## config.mk

```make
export PLATFORM = sky130hd
export DESIGN_NAME = capture_write_arbiter
export DESIGN_NICKNAME = d
export VERILOG_FILES = /design/src/rtl/capture_write_arbiter.sv
export SDC_FILE = /design/constraint.sdc
export NUM_CORES = 1
export LEC_CHECK = 0
export BUFFER_PORTS_ARGS = -buffer_cell sky130_fd_sc_hd__buf_2
export CAP_MARGIN = 20
export CORE_MARGIN = 3
export CORE_UTILIZATION = 42
export CTS_CLUSTER_SIZE = 30
export DETAILED_ROUTE_END_ITERATION = 16
export GPL_TIMING_DRIVEN = 0
export PLACE_DENSITY = 0.67
export SYNTH_ARGS = -nofsm -noshare
export SYNTH_HDL_FRONTEND = slang
export SYNTH_SLANG_ARGS = --single-unit
```

## constraint.sdc

```tcl
create_clock -name clk -period 6.4 [get_ports clk]
set_clock_uncertainty 0.2 [all_clocks]
set_input_delay 0.32 -clock clk [delete_from_list [all_inputs] [get_ports clk]]
set_output_delay 0.32 -clock clk [all_outputs]
set_load 0.01 [all_outputs]
```

## src/rtl/capture_write_arbiter.sv

```systemverilog
// Round-robin arbiter sharing one word writer among NUM_CH capture streams.
// Each grant emits a channel/sequence tag word, then up to MAX_BURST data beats closed by wr_file.
module capture_write_arbiter #(
  parameter  int NUM_CH    = 4,
  parameter  int NUM_BYTES = 2,
  parameter  int MAX_BURST = 256,
  localparam int W         = NUM_BYTES * 8,
  localparam int GW        = $clog2(NUM_CH),
  localparam int SW        = W - 8,
  localparam int BW        = $clog2(MAX_BURST)
) (
  input  logic                clk,
  input  logic                async_reset_n,
  input  logic                enable,
  input  logic [NUM_CH-1:0]   in_valid,
  input  logic [NUM_CH*W-1:0] in_word,
  input  logic [NUM_CH-1:0]   in_last,
  output logic [NUM_CH-1:0]   in_rdy,
  output logic                out_valid,
  output logic [W-1:0]        out_word,
  output logic                out_wr_file,
  input  logic                out_rdy,
  output logic [GW-1:0]       grant_idx,
  output logic                busy,
  output logic [31:0]         burst_total
);

  typedef enum logic [1:0] {ST_IDLE, ST_TAG, ST_DATA} state_t;

  state_t        state, state_nxt;
  logic [GW-1:0] rr_ptr;
  logic [GW-1:0] rr_next;
  logic [GW-1:0] req_ch;
  logic          req_found;
  logic [SW-1:0] seq [NUM_CH];
  logic [BW-1:0] beat_cnt;
  logic          g_valid;
  logic          g_end;
  logic          g_xfer;
  logic [W-1:0]  g_word;
  int            idx;

  // First requester at or above rr_ptr, wrapping around the channel list.
  always_comb begin
    req_found = 1'b0;
    req_ch    = '0;
    idx       = 0;
    for (int k = 0; k < NUM_CH; k++) begin
      idx = int'(rr_ptr) + k;
      if (idx >= NUM_CH) idx = idx - NUM_CH;
      if (!req_found && in_valid[idx]) begin
        req_found = 1'b1;
        req_ch    = GW'(idx);
      end
    end
  end

  assign rr_next = (grant_idx == GW'(NUM_CH - 1)) ? '0 : grant_idx + 1'b1;
  assign g_valid = in_valid[grant_idx];
  assign g_word  = in_word[grant_idx*W +: W];
  // A burst ends on the source's marker or when the beat budget is used up.
  assign g_end   = in_last[grant_idx] | (beat_cnt == BW'(MAX_BURST - 1));
  assign g_xfer  = g_valid & out_rdy;
  assign busy    = (state != ST_IDLE);

  always_ff @(posedge clk or negedge async_reset_n) begin
    if (!async_reset_n) state <= ST_IDLE;
    else                state <= state_nxt;
  end

  // NOTE: every output gets a default before the case so no path leaves one unassigned (no latch).
  always_comb begin
    state_nxt   = state;
    out_valid   = 1'b0;
    out_word    = '0;
    out_wr_file = 1'b0;
    in_rdy      = '0;
    unique case (state)
      ST_IDLE: begin
        if (enable && req_found) state_nxt = ST_TAG;
      end
      ST_TAG: begin
        out_valid = 1'b1;
        out_word  = {8'(grant_idx), seq[grant_idx]};
        if (out_rdy) state_nxt = ST_DATA;
      end
      ST_DATA: begin
        out_valid         = g_valid;
        out_word          = g_word;
        out_wr_file       = g_valid & g_end;
        in_rdy[grant_idx] = out_rdy;
        if (g_xfer && g_end) state_nxt = ST_IDLE;
      end
      default: state_nxt = ST_IDLE;
    endcase
  end

  // NOTE: state registers use non-blocking assignments so all updates see pre-edge values.
  always_ff @(posedge clk or negedge async_reset_n) begin
    if (!async_reset_n) begin
      rr_ptr      <= '0;
      grant_idx   <= '0;
      beat_cnt    <= '0;
      burst_total <= '0;
      // NOTE: the sequence table is small and must restart at zero, so it is reset explicitly.
      for (int i = 0; i < NUM_CH; i++) seq[i] <= '0;
    end else begin
      unique case (state)
        ST_IDLE: begin
          if (enable && req_found) grant_idx <= req_ch;
        end
        ST_TAG: begin
          if (out_rdy) beat_cnt <= '0;
        end
        ST_DATA: begin
          if (g_xfer) begin
            if (g_end) begin
              seq[grant_idx] <= seq[grant_idx] + 1'b1;
              rr_ptr         <= rr_next;
              burst_total    <= burst_total + 32'd1;
            end else begin
              beat_cnt <= beat_cnt + 1'b1;
            end
          end
        end
        default: ;
      endcase
    end
  end

endmodule

```

**Word level (Yosys, flattened, before mapping)**

Index checks and enable logic that the tools add are counted.

- Register bits: 78
- Bits of input ports: 76
- Output and inout bits: 57
- Word-level logic and storage cells: 113

- $add $sub $neg: 11
- $lt $le $gt $ge: 12
- Eq/ne operators: 9
- Shifts and indexed selects: 1
- Muxes and demuxes: 49
- Bitwise gates (word level): 5
- Reduce and logical (&&, ||, !) cells: 17

Operators by type and width:

| operator | number |
|---|---|
| $lt 32x4->1 const B | 4 |
| $mux 32 | 4 |
| $shiftx 64x7->16 | 1 |
| $mux 8 | 6 |
| $add 32x1->32 const B | 1 |
| $bwmux 32 | 1 |
| $pmux 16 s2 | 1 |
| $add 8x1->8 const B | 2 |
| $bmux 8 s2 | 1 |
| $demux 8 s2 | 1 |
| $mux 1 | 16 |
| $mux 2 | 8 |
| $pmux 8 s2 | 1 |
| $bmux 1 s2 | 6 |
| $ge 3x3->1 const B | 4 |
| $sub 3x3->4 const B | 3 |
| $ne 2x2->1 const B | 5 |
| $eq 8x8->1 const B | 1 |
| $logic_and 1x1->1 | 7 |
| $add 2x2->3 const B | 2 |
| $pmux 2 s3 | 1 |
| $reduce_and 3->1 | 2 |
| $and 4x4->4 | 1 |
| $eq 2x2->1 const B | 2 |
| other kinds (19) | 23 |

**Longest topological paths before layout**

Gate-level depths: netlist (run 1).

- Depth in word-level cells: 18
- Gate-level depth with buffers: 10
- Gate-level depth less buffers: 6

**Worst setup path after synthesis (run 1)**

Ideal clock, no wire load.

- Kind: reg-to-reg
- Start: register grant_idx[1]
- End: register seq[17] (netlist name)
- Library setup time: 0.125 ns
- Data arrival time: 2.267 ns
- Data required time: 6.075 ns
- Path slack: 3.809 ns
- Stages on the path, launching flop included: 10
- Buffers on the path: 4
- Clock period less this slack: 2.591 ns
- Path through: dfrtp_1 > buf_2 > buf_1 > buf_2 > inv_1 > ha_1 > and3_1 > and3_1 > buf_2 > mux2_2

- Word-level cells in the longest chain between the ends: 6
- Elaborated cells on any way between the ends: 18
- Classes of those cells: add/sub (1); order compare (2); mux (10); bitwise (3); reduce/logical (2)

Ends and longest elaborated chain:

| what | line | text |
|---|---|---|
| start, declared | 23 | `output logic [GW-1:0] grant_idx,` |
| start signal, assigned | 110 | `if (enable && req_found) grant_idx <= req_ch;` |
| $not 2->3 (not written as such) | 118 | `seq[grant_idx] <= seq[grant_idx] + 1'b1;` |
| $bmux 8 s2 (tied with other cells) | 118 |  |
| $mux 8 (not written as such) or $logic_and 1x1->1 (tied branches) | 118 |  |
| $mux 8 (not written as such) | 118 |  |
| $add 8x1->8 or $demux 8 s2 (tied branches) | 118 |  |
| $bwmux 32 | 118 |  |
| end signal, assigned by index | 118 |  |
| end, declared | 35 | `logic [SW-1:0] seq [NUM_CH];` |

Parallel ways exist; a longest one is shown, timed or not. The select of a mux whose other input is x is not followed.
A chain may end at the register's enable or synchronous reset.

**Final worst setup path (run 1)**

- Start: register grant_idx[1]
- End: output port out_word[13]

- Word-level cells in the longest chain between the ends: 2

Ends and longest elaborated chain:

| what | line | text |
|---|---|---|
| $shiftx 64x7->16 | 60 | `assign g_word = in_word[grant_idx*W +: W];` |
| $pmux 16 s2 | 78 | `unique case (state)` |
| end, declared | 20 | `output logic [W-1:0] out_word,` |

Every way passes these cells.

==> impl_metrics.toml, run 1 <==
[status]
status = "finished clean"

[worst_setup_path]
worst-path-max-fanout = 10
crit_type = "reg -> out"
cp_top_family = "buffers and inverters"
worst-endpoint-required_ns = 5.88
crit_buf_inv = 4
path_common_cell = "buf_2"
max_stage_delay_ns = 0.49
cpMaxStageDelayCell = "dfrtp_1"
crit_end = "out_word[13]"
crit_cells = 6
crit_start = "grant_idx[1]"
r2r-start = "grant_idx[1]"
path_cells = "buf_2, buf_1, buf_2, mux4_2, nor2b_1, buf_2"
cp-end-kind = "output port"
arrival_ns = 2.64
regToRegEndpoint = "seq[29]"
worstRegToRegCells = 9
r2r_setup_slack_ns = 3.32
start_kind = "flip-flop"

[global_routing]
grt_start_max_net_pins = 74
met1_usage = 0.255
grt_overflow_total = 0
grt_pass1_vias = 3663
gr-usage-met2 = 0.305
grt_pass1_wl_mm = 18.1
grtUsageMet3 = 0.0587
grt_busiest_layer = "met2"
antenna_found_initial = 0
track_usage = 0.193

[layout]
drive_gt1_frac = 0.400
n_antenna_cell = 0
fin_area_um2 = 5560
final_nets = 623
mostFrequentLayoutCell = "buf_2"
layout_common_cells = "buf_2 (139), dfrtp_1 (78), nand2_1 (37)"
n_fill_cell = 919
syn_to_final_growth_pct = 22.8

[logic_synthesis]
synth_edf_count = 0
yosys.cell_types.count = 43
avgSynthCellArea_um2 = 11.5
ys.flop_type = "dfrtp_1"
synth_top_area_cell = "dfrtp_1"
ys_ff_latch = 78
netlist_area_um2 = 4520
synthDominantCellAreaShare = 0.431
yosys-top-cells-area = "dfrtp_1 (43%), mux4_2 (11%), xnor2_1 (6.0%)"
synthesis.nets = 478
seq_area_frac_synth = 0.431
ys_async_sr_fraction = 1.00
ys.warnings.count = 0
synthCells = 392

[cts]
cts_inserted_buffers = 9
clk_pin_slew_ns = 0.07
cts_sinks = 78
post_cts_buffers = 0
root_buffer = "clkbuf_8"
ctsLongestPathBuffers = 2
htree_levels = 3
insertion_delay_ns = 0.35
tritoncts = "yes"

[timing]
fmax_ghz = 0.316
rsz0062_at_grt = "no"
worst_slack_ns = 3.24
max_slew_margin = 0.489
hold_viol = 0
setup_viol = 0
tightest_slew_ns = 0.756
finalCriticalPeriod_ns = 3.16
finalCritPeriodShare = 0.494
tns_ns = 0
slew_viol_final = 0

[routing]
wl_mm = 11.3
drt-initial-drc-count = 177
dr.pass1.iters = 4
antenna_left = 0
num_vias = 3730
post_drt_wl_per_cell_um = 16.7
drc = 0
via_per_inst = 5.52

[power]
seqPwrFrac = 0.373
internal_power_uw = 978
powerDensity_nw_per_um2 = 282
p_comb_frac = 0.424
p_leak_nw = 2.72
power.total_mw = 1.56
sw_frac_of_total = 0.375
power.share.clock = 0.203
max-vdd-ir-drop_mv = 0.137
power_switching_uw = 587

[placed_design]
postPlaceCellArea_um2 = 5390
dp_hpwl_mm = 8.54
io_buffers = 132
gp_congestion = 0.795
pre_cts_ws_ns = 3.32

[die]
die_area_um2 = 12100
core-area_um2 = 10400
die_w_um = 110
rows = 37
die_h_um = 110
io_pins = 133
start_util = 0.434

[flow_run]
cap_violations = 0

[hold_path]
hp-class = "in -> async"
-- final cells by class --
type,instances,area [um^2],area share
Buffer,19,111,0.0200
Clock buffer,10,138,0.0248
Clock inverter,4,25.0,0.00450
Inverter,8,30.0,0.00540
Multi-Input combinational cell,287,2430,0.437
Sequential cell,78,1950,0.351
Tap cell,136,170,0.0306
Timing Repair Buffer,134,701,0.126
-- power groups by stage --
stage	sequential (mW)	clock, mW	combinational (mW)
3_5_place_dp	0.594	0	0.664
2_1_floorplan	0.588	0	0.454
3_3_place_gp	0.592	0	0.646
4_1_cts	0.585	0.329	0.668
5_1_grt	0.593	0.354	0.733
6_report	0.584	0.318	0.663
-- worst min-delay path by stage --
stage	from	end	depth (start not counted)
global route	async_reset_n	seq[20]	2
CTS	async_reset_n	seq[20]	2
floorplan	async_reset_n	beat_cnt[0]	0
detailed placement	async_reset_n	seq[20]	1
finish	async_reset_n	seq[28]	2
global placement	beat_cnt[6]	beat_cnt[6]	1
-- cell usage after synthesis, types with 3 or more instances --
cell type  number
mux2i_1         7
mux2_2         22
and3_1         16
xnor2_1        31
o21ai_0        18
mux2_4          7
inv_1           7
dfrtp_1        78
buf_1           3
a21oi_1        10
o31ai_1         6
mux4_2         23
xor2_1          6
nand2_1        37
nor2b_1         8
and4_1          3
buf_2           8
ha_1           10
nand4_1        12
buf_6           4
a32o_1          7
clkbuf_1        4
nor3_1          3
nor2_1         14
nand3_1        25
-- through the flow --
step / hold slack [ns] / util / std cells
global placement: 0.258 / 0.514 / 660
detailed placement: -0.0536 / 0.517 / 661
CTS: 0.125 / 0.534 / 676
global route: 0.125 / 0.534 / 676
finish: 0.134 / 0.534 / 676
floorplan: -0.176 / - / 392
-- layer usage --
layer / part of all wire / up-vias
met5: 0 / -
met4: 0.017 / 0
met3: 0.088 / 13
met2: 0.47 / 132
met1: 0.43 / 1848
li1: - / 1737
-- state kept, by name, indices dropped and copies added (netlist names) --
register     flops
seq             32
state            2
rr_ptr           2
burst_total     32
beat_cnt         8
grant_idx        2
-- what timing repair did --
item,4_1_cts,5_1_grt
endpoints found under the hold margin,78,0
hold buffers,1,0
resized for setup,0,0
-- kinds of logic (layout without fill, tap and decap cells) --
| group | Yosys count | in the layout | synth area share |
|---|---|---|---|
| adders and majority gates | 10 | 10 | 0.0277 |
| DFF | 78 | 78 | 0.431 |
| muxes | 59 | 59 | 0.208 |
| AOI/OAI and AO/OA | 53 | 53 | 0.0816 |
| buffers and inverters | 27 | 175 | 0.0312 |
| and+or+nand+nor | 128 | 128 | 0.149 |
| xor gates and xnor gates | 37 | 37 | 0.0716 |
(Power assumes the default switching activity.)
==> run 2, diff against run 1 <==
--- a/config.mk
+++ b/config.mk
@@ -12,7 +12,7 @@
 export CTS_CLUSTER_SIZE = 30
 export DETAILED_ROUTE_END_ITERATION = 16
 export GPL_TIMING_DRIVEN = 0
-export PLACE_DENSITY = 0.67
+export PLACE_DENSITY = 0.7
 export SYNTH_ARGS = -nofsm -noshare
 export SYNTH_HDL_FRONTEND = slang
 export SYNTH_SLANG_ARGS = --single-unit
==> constraint.sdc (replaced) <==
create_clock -name clk -period 2.65 [get_ports clk]
set_clock_uncertainty 0.2 [all_clocks]
set_input_delay 0.1325 -clock clk [delete_from_list [all_inputs] [get_ports clk]]
set_output_delay 0.1325 -clock clk [all_outputs]
set_load 0.01 [all_outputs]
==> run 2 against run 1 <==
  * Sequential cell count stayed put
  * Core utilization is 1.8 points higher
  * Die area stayed put
  * Clock power grew to 2.9 times the previous value
  * Final cell count is 1.3% higher
  * Cell area is 3.4% higher
  * Worst setup slack worse by 3.1 ns
  * Largest cell class unchanged
  * Via count is 0.94% higher
  * Register-to-register slack worse by 3.2 ns
  * Combinational power is 150% higher
  * Global-route usage is 0.084 points higher
  * Sequential share of layout area is 1.1 points lower
  * Critical endpoint is now seq[27]
==> impl_metrics.toml, run 2 (synthesized netlist as in run 1, its figures left out) <==
[status]
status = "finished clean"

[power]
powerDensity_nw_per_um2 = 695
internal_power_mw = 2.53
sw_frac_of_total = 0.365
p_leak_nw = 2.80
seqPwrFrac = 0.354
max-vdd-ir-drop_mv = 0.272
p_comb_frac = 0.414
power.share.clock = 0.232
power_switching_mw = 1.46

[cts]
ctsLongestPathBuffers = 2
insertion_delay_ns = 0.35
root_buffer = "clkbuf_8"
cts_sinks = 78
tritoncts = "yes"
cts_inserted_buffers = 9
htree_levels = 3
clk_pin_slew_ns = 0.08

[layout]
drive_gt1_frac = 0.412
n_fill_cell = 901
final_nets = 629
reg.largest.list = "burst_total (32), seq (32), beat_cnt (8)"
final_cells = 685
syn_to_final_growth_pct = 27.0
mostFrequentLayoutCell = "buf_2"
layout_common_cells = "buf_2 (131), dfrtp_1 (76), nand2_1 (36)"

[worst_setup_path]
max_stage_delay_ns = 0.46
start_kind = "flip-flop"
crit_buf_inv = 5
path_common_cell = "buf_4"
cpMaxStageDelayCell = "dfrtp_2"
cp_top_family = "buffers and inverters"
worst-path-max-fanout = 10
worst-endpoint-required_ns = 2.68
path_cells = "buf_4, clkbuf_4, buf_4, inv_1, ha_1, and3_1, and3_1, buf_4, mux2_2"
arrival_ns = 2.57
crit_type = "reg -> reg"
cp-end-kind = "flip-flop"

[routing]
drt-initial-drc-count = 206
drc = 0
antenna_left = 0
post_drt_wl_per_cell_um = 16.7
num_vias = 3765
via_per_inst = 5.50
wl_mm = 11.4
dr.pass1.iters = 4

[timing]
rsz0062_at_grt = "yes"
fmax_ghz = 0.393
max_slew_margin = 0.577
worst_hold_slack_ns = 0.0393
hold_viol = 0
tightest_slew_ns = 0.626
finalCritPeriodShare = 0.959
tns_ns = 0
finalCriticalPeriod_ns = 2.54
slew_viol_final = 0
worst_slack_ns = 0.108
setup_viol = 0

[die]
rows = 37
start_util = 0.434
die_w_um = 110
core-area_um2 = 10400
die_h_um = 110
die_area_um2 = 12100
io_pins = 133

[global_routing]
grt_pass1_wl_mm = 18.4
gr-usage-met2 = 0.331
grt_start_max_net_pins = 75
track_usage = 0.194
met1_usage = 0.247
antenna_found_initial = 0
grtUsageMet3 = 0.0446
grt_busiest_layer = "met2"
grt_pass1_vias = 3843
grt_overflow_total = 0

[placed_design]
gp_congestion = 0.791
pre_cts_ws_ns = -0.434
dp_hpwl_mm = 8.53
dp_cells = 661
io_buffers = 132

[flow_run]
cap_violations = 0

[hold_path]
hp-class = "in -> reg"
==> run 2: worst paths after layout <==
kind / end / slack [ns] / cells after the start / startpoint
worst max-delay path: seq[27] / 0.11 / 9 / grant_idx[1]
worst min-delay path: state[1] / 0.04 / 4 / enable
worst max register to register: seq[27] / 0.11 / 9 / grant_idx[1]
worst min register to register: burst_total[26] / 0.29 / 1 / burst_total[26]
max in group asynchronous: seq[6] / 1.53 / 3 / async_reset_n
min in group asynchronous: seq[29] / 0.13 / 3 / async_reset_n
==> run 2: cell type report <==
| cell class | instances | area (um^2) | area share |
|---|---|---|---|
| sequential | 78 | 1950 | 0.340 |
| antenna | 1 | 2.50 | 0.000436 |
| timing repair buffer | 140 | 758 | 0.132 |
| buffer | 19 | 151 | 0.0264 |
| inverter | 8 | 30.0 | 0.00523 |
| clock buffer | 10 | 138 | 0.0240 |
| multi-input combinational | 287 | 2470 | 0.430 |
| tap | 136 | 170 | 0.0296 |
| clock inverter | 6 | 70.1 | 0.0122 |
==> run 2: repair_timing <==
item / CTS / global route
pin swaps: 0 / 1
gates resized for setup: 9 / 16
buffers inserted: 0 / 1
hold buffers: 6 / 0
endpoints found under the setup margin: 60 / 48
gates cloned: 0 / 0
hold endpoints to repair: 80 / 0
==> run 2: routing by layer <==
layer	wire (um)	up-vias	share of wire
met4	110	0	0.0096
li1	-	1753	-
met2	5680	115	0.50
met3	758	8	0.066
met5	0	-	0
met1	4880	1889	0.43
==> run 2: power by group through the flow <==
stage	Clock (mW)	Sequential, mW	Combinational [mW]
final	0.926	1.41	1.65
after floorplan	0	1.42	1.10
after detailed placement	0	1.43	1.58
after global placement	0	1.43	1.55
after CTS	0.948	1.41	1.63
after global routing	1.00	1.43	1.82
==> run 2: through the flow <==
step | power [mW] | util | area, um^2
floorplan | 2.52 | - | 4520
global placement | 2.97 | 0.514 | 5360
detailed placement | 3.02 | 0.517 | 5390
CTS | 3.99 | 0.545 | 5670
global route | 4.26 | 0.551 | 5740
finish | 3.99 | 0.551 | 5740
==> run 2: worst register-to-register path, cell delays in order (launching register included) <==
cell and delay (ns):
dfrtp_2 0.46, buf_4 0.21, clkbuf_4 0.21, buf_4 0.21
inv_1 0.12, ha_1 0.14, and3_1 0.18, and3_1 0.15
buf_4 0.18, mux2_2 0.35
